### config.mk
export PLATFORM = sky130hd
export DESIGN_NAME = conv_result_reader
export DESIGN_NICKNAME = d
export VERILOG_FILES = /design/src/rtl/conv_result_reader.sv
export SDC_FILE = /design/constraint.sdc
export NUM_CORES = 1
export LEC_CHECK = 0
export ABC_AREA = 0
export CAP_MARGIN = 20
export CORE_UTILIZATION = 33
export CTS_CLUSTER_DIAMETER = 80
export DETAILED_ROUTE_END_ITERATION = 8
export PLACE_DENSITY_LB_ADDON = 0.08
export RECOVER_POWER = 100
export SETUP_SLACK_MARGIN = 0.2
export SLEW_MARGIN = 20
export SYNTH_ARGS = -nofsm -noshare
export SYNTH_HDL_FRONTEND = slang
export SYNTH_SLANG_ARGS = --single-unit
### constraint.sdc
create_clock -name clk -period 2.78 [get_ports clk]
set_input_delay 0.417 -clock clk [delete_from_list [all_inputs] [get_ports clk]]
set_output_delay 0.417 -clock clk [all_outputs]
set_load 0.01 [all_outputs]
### src/rtl/conv_result_reader.sv
// Read-side master for the convolution result register file: sweeps all result addresses
// and streams words over valid/ready. Optional ReLU at capture when CONV_READER_RELU_EN is defined.
module conv_result_reader #(
    parameter int NUM_RESULTS = 676,
    parameter int ADDR_W      = 10,
    parameter int DATA_W      = 16
) (
    input  logic              clk,
    input  logic              reset,
    input  logic              start,
    output logic [ADDR_W-1:0] ReadReg,
    input  logic [DATA_W-1:0] ReadData,
    output logic [DATA_W-1:0] out_data,
    output logic              out_valid,
    input  logic              out_ready,
    output logic              out_last,
    output logic              busy,
    output logic              done
);

    typedef enum logic [1:0] {IDLE, RUN, DRAIN, DONE} state_t;

    state_t             state, state_nxt;
    logic [ADDR_W-1:0]  issue_addr;
    logic [ADDR_W-1:0]  last_addr;
    logic               cap_vld;
    logic               cap_last;
    logic [DATA_W-1:0]  buf_data [2];
    logic               buf_last [2];
    logic               wr_ptr;
    logic               rd_ptr;
    logic [1:0]         count;
    logic               pop;
    logic               issue;
    logic               issue_is_last;
    logic [2:0]         occupancy;

    function automatic logic [DATA_W-1:0] capture_word(input logic [DATA_W-1:0] w);
`ifdef CONV_READER_RELU_EN
        return w[DATA_W-1] ? '0 : w;
`else
        return w;
`endif
    endfunction

    assign pop           = (count != 2'd0) && out_ready;
    // A same-cycle pop frees a slot, which keeps one word per cycle with only two entries.
    assign occupancy     = 3'(cap_vld) + 3'(count) - 3'(pop);
    assign issue_is_last = (issue_addr == ADDR_W'(NUM_RESULTS - 1));

    always_comb begin
        state_nxt = state;
        issue     = 1'b0;
        case (state)
            IDLE: begin
                // Address 0 is already on ReadReg in IDLE, so the start cycle is the first issue.
                if (start) begin
                    issue     = 1'b1;
                    state_nxt = issue_is_last ? DRAIN : RUN;
                end
            end
            RUN: begin
                if (occupancy < 3'd2) begin
                    issue = 1'b1;
                    if (issue_is_last) state_nxt = DRAIN;
                end
            end
            DRAIN: begin
                if (pop && buf_last[rd_ptr]) state_nxt = DONE;
            end
            DONE: begin
                state_nxt = IDLE;
            end
            default: state_nxt = IDLE;
        endcase
    end

    // A stalled cycle re-presents the last issued address rather than advancing.
    assign ReadReg = issue ? issue_addr : last_addr;

    always_ff @(posedge clk) begin
        if (reset) begin
            state      <= IDLE;
            issue_addr <= '0;
            last_addr  <= '0;
            cap_vld    <= 1'b0;
            cap_last   <= 1'b0;
            wr_ptr     <= 1'b0;
            rd_ptr     <= 1'b0;
            count      <= 2'd0;
            for (int i = 0; i < 2; i++) begin
                buf_data[i] <= '0;
                buf_last[i] <= 1'b0;
            end
        end else begin
            state    <= state_nxt;
            cap_vld  <= issue;
            cap_last <= issue && issue_is_last;
            if (issue) begin
                last_addr <= issue_addr;
                if (!issue_is_last) issue_addr <= issue_addr + ADDR_W'(1);
            end
            if (state == DONE) begin
                issue_addr <= '0;
                last_addr  <= '0;
            end
            if (cap_vld) begin
                buf_data[wr_ptr] <= capture_word(ReadData);
                buf_last[wr_ptr] <= cap_last;
                wr_ptr           <= ~wr_ptr;
            end
            if (pop) rd_ptr <= ~rd_ptr;
            count <= count + 2'(cap_vld) - 2'(pop);
        end
    end

    assign out_valid = (count != 2'd0);
    assign out_data  = buf_data[rd_ptr];
    assign out_last  = out_valid && buf_last[rd_ptr];
    assign busy      = (state == RUN) || (state == DRAIN);
    assign done      = (state == DONE);

endmodule
==> impl_metrics.py <==
metrics = {
    "drt": {
        "final_antenna_net_count": 0,
        "totalWireLength_microns": 6470,
        "drtIter0Drc": 47,
        "vias_per_cell": 4.65,
        "drc": 0,
        "dr_total_vias": 2063,
        "avgRoutedWirePerCell_microns": 14.6,
        "firstDrtPassIters": 4,
    },
    "floorplanning": {
        "fp.dieArea_sq_mm": 0.00907,
        "die-height_microns": 95.3,
        "fp.dieW_microns": 95.3,
        "core_sq_mm": 0.00830,
        "ios": 50,
        "rows": 33,
        "start_util": 0.346,
    },
    "sta": {
        "hold_viol": 0,
        "layout_min_cycle_time_ns": 3.34,
        "timing.slew.headroom": -0.0941,
        "skew_ns": 0.00638,
        "max_slew.worst_pin.slew_ns": 1.63,
        "grt_setup_unrepaired": "true",
        "fmax_ghz": 0.299,
        "timing.final.max_slew_violations": 18,
        "setup_ws_ns": -0.565,
        "setup_viol": 23,
        "min_period_over_period": 1.20,
    },
    "cts": {
        "clk_latency_ns": 0.34,
        "cts.htree.levels": 3,
        "clockRootBuffer": "clkbuf_8",
        "tritoncts": "done",
        "cts.clk_slew.worst_paths_ns": 0.07,
        "cts_buffers": 9,
        "cts.sinks": 63,
        "hold_buffers": 0,
        "clockBufferDepth": 2,
    },
    "grt": {
        "grt_max_degree": 18,
        "antenna_found_initial": 0,
        "grt_overflow": 0,
        "grt_pass1_wl_microns": 9620,
        "grtUsageTotal": 0.148,
        "grt_pass1_vias": 1982,
    },
    "place": {
        "hpwl_microns": 3960,
        "dpl-instance-area_sq_mm": 0.00362,
        "port_buffers": 49,
        "gp_congestion": 0.738,
        "place_inst": 401,
    },
    "layout": {
        "fin_cells": 444,
        "finalNetCount": 363,
        "drive_above_1_share": 0.375,
        "multi_input_area_sq_mm": 0.00135,
        "n_fill_cell": 701,
        "regArea_sq_mm": 0.00161,
        "diodes": 0,
        "layout_commonest_cell": "clkdlybuf4s50_1",
        "finish.utilization": 0.518,
        "final_area_sq_mm": 0.00430,
        "area_growth_syn_to_layout_pct": 49.7,
        "final_cell_mix": "37 x clkdlybuf4s50_1, 34 x edfxtp_1, 30 x buf_6",
    },
    "yosys": {
        "yosys_warnings": 0,
        "async_flop_share": 0,
        "ys_seq_area_frac": 0.558,
        "synth_cell_types": 39,
        "syn_inst": 243,
        "synth_top_cell_by_area": "edfxtp_1",
        "yosys.area.top_type_share": 0.356,
        "syn_nets": 272,
        "ys.flop_type": "edfxtp_1",
        "synth_edf_count": 34,
        "synthesis.area_sq_mm": 0.00287,
        "syn_area_per_cell_sq_um": 11.8,
        "ys_top_cells_by_area": "edfxtp_1 36%, dfxtp_1 20%, mux2_2 10%",
        "ys_ff_latch": 63,
    },
    "critical_path": {
        "arrival_ns": 2.93,
        "max_stage_delay_ns": 0.39,
        "cp-start-kind": "register",
        "path_cells": "o21ai_4 -> inv_2 -> ha_4 -> inv_2 -> ha_4 -> inv_4 -> fa_2 -> xnor2_2 -> a32oi_4 -> buf_12 -> buf_6 -> buf_8 -> mux2_4 -> buf_6",
        "slowest_stage": "fa_2",
        "path_buf_inv": 7,
        "crit_family": "adder cells",
        "critPathCaptureType": "output port",
        "crit_type": "reg2out",
        "worstPathMaxFanout": 5,
        "crit_required_ns": 2.36,
    },
    "run": {
        "cap_violations": 1,
    },
    "min_path": {
        "hold_class": "reg2reg",
    },
    "pwr": {
        "ir_worst_vdd_v": 0.000365,
        "clkPwrFrac": 0.247,
        "p_comb_frac": 0.442,
        "p_leak_uw": 0.00168,
        "p_seq_frac": 0.311,
        "power.switching_uw": 1120,
        "netSwitchingFraction": 0.284,
        "power.internal_uw": 2810,
        "powerDensity_mw_per_mm2": 915,
    },
    "status": {
        "status": "finished, violations left",
        "violations": "capacitance limit, slew limit, setup timing",
    },
}
## registers in the layout, indices dropped and copies added (netlist names), named ones only
signal      flops
wr_ptr          1
buf_last        2
buf_data       32
count           2
rd_ptr          1
issue_addr     10
state           2
cap_vld         1
last_addr      10
cap_last        1
## metrics by stage
step	total power [uW]	worst slack [ns]	hold slack [ns]	TNS (ns)
floorplan	1870	0.0771	0.444	0
global placement	2370	-0.865	0.468	-14.38
detailed placement	2380	-0.870	0.456	-14.57
CTS	3780	-0.613	0.466	-7.24
global route	4140	-0.666	0.481	-11.37
finish	3930	-0.565	0.469	-8.66
## metal layers
metal / routed length [microns] / up-vias / global-route usage
li1: - / 1038 / -
met4: 158 / 0 / 0.0909
met5: 0 / - / 0
met3: 209 / 10 / 0.0287
met2: 3170 / 35 / 0.240
met1: 2940 / 980 / 0.179
## layout make-up
cell class,count,area share
timing repair buffer,90,0.213
tap,105,0.0306
inverter,11,0.0102
sequential,63,0.374
clock buffer,9,0.0288
clock inverter,7,0.0282
multi-input combinational,159,0.315
## power by group through the flow
stage	clock [uW]	sequential (uW)	combinational, uW
2_1_floorplan	0	1220	653
3_3_place_gp	0	1230	1140
3_5_place_dp	0	1240	1140
4_1_cts	992	1220	1570
5_1_grt	1040	1240	1860
6_report	972	1220	1740
## synthesized netlist by cell type (4+ instances only)
| master | n |
|---|---|
| clkbuf_1 | 5 |
| nor2_1 | 9 |
| inv_1 | 11 |
| a21oi_1 | 12 |
| mux2_2 | 26 |
| ha_1 | 8 |
| edfxtp_1 | 34 |
| o21ai_0 | 10 |
| nand3_1 | 4 |
| dfxtp_1 | 29 |
| or3_1 | 6 |
| and2_1 | 43 |
| nand2_1 | 8 |
## what timing repair did
| action | CTS | global route |
|---|---|---|
| endpoints found under the setup margin | 30 | 33 |
| pin swaps | 7 | 22 |
| gates cloned | 1 | 0 |
| gates resized for setup | 78 | 28 |
| setup buffers | 17 | 9 |
## worst register-to-register path: stages (launching register included)
cell and delay [ns]:
dfxtp_4 0.35, o21ai_4 0.15, inv_2 0.06, ha_4 0.20, inv_2 0.06, ha_4 0.13
inv_4 0.03, fa_2 0.39, xnor2_2 0.24, a32oi_4 0.16, buf_6 0.16, buf_16 0.12
buf_6 0.11, buf_6 0.10, buf_6 0.10, buf_6 0.10, buf_6 0.12, buf_6 0.11
or3_1 0.31, a21oi_2 0.12
## final timing paths
check                               start                          to  slack [ns]  cells past startpoint
hold reg to reg   last_addr[2]$_SDFF_PP0_     last_addr[2]$_SDFF_PP0_        0.47                      2
setup reg to reg      count[1]$_SDFF_PP0_  issue_addr[5]$_SDFFE_PP0P_       -0.42                     19
setup / recovery      count[1]$_SDFF_PP0_                  ReadReg[7]       -0.56                     14
hold / removal    last_addr[2]$_SDFF_PP0_     last_addr[2]$_SDFF_PP0_        0.47                      2
## logic make-up after synthesis
group,after synthesis,share of synthesized area
and+or+nand+nor,90,0.185
buffers and inverters,21,0.0331
muxes,28,0.109
xor gates and xnor gates,3,0.0118
adders and majority gates,9,0.0418
DFF,63,0.558
AOI/OAI and AO/OA,29,0.0615
Note: power is estimated with default switching activity, not from simulation.
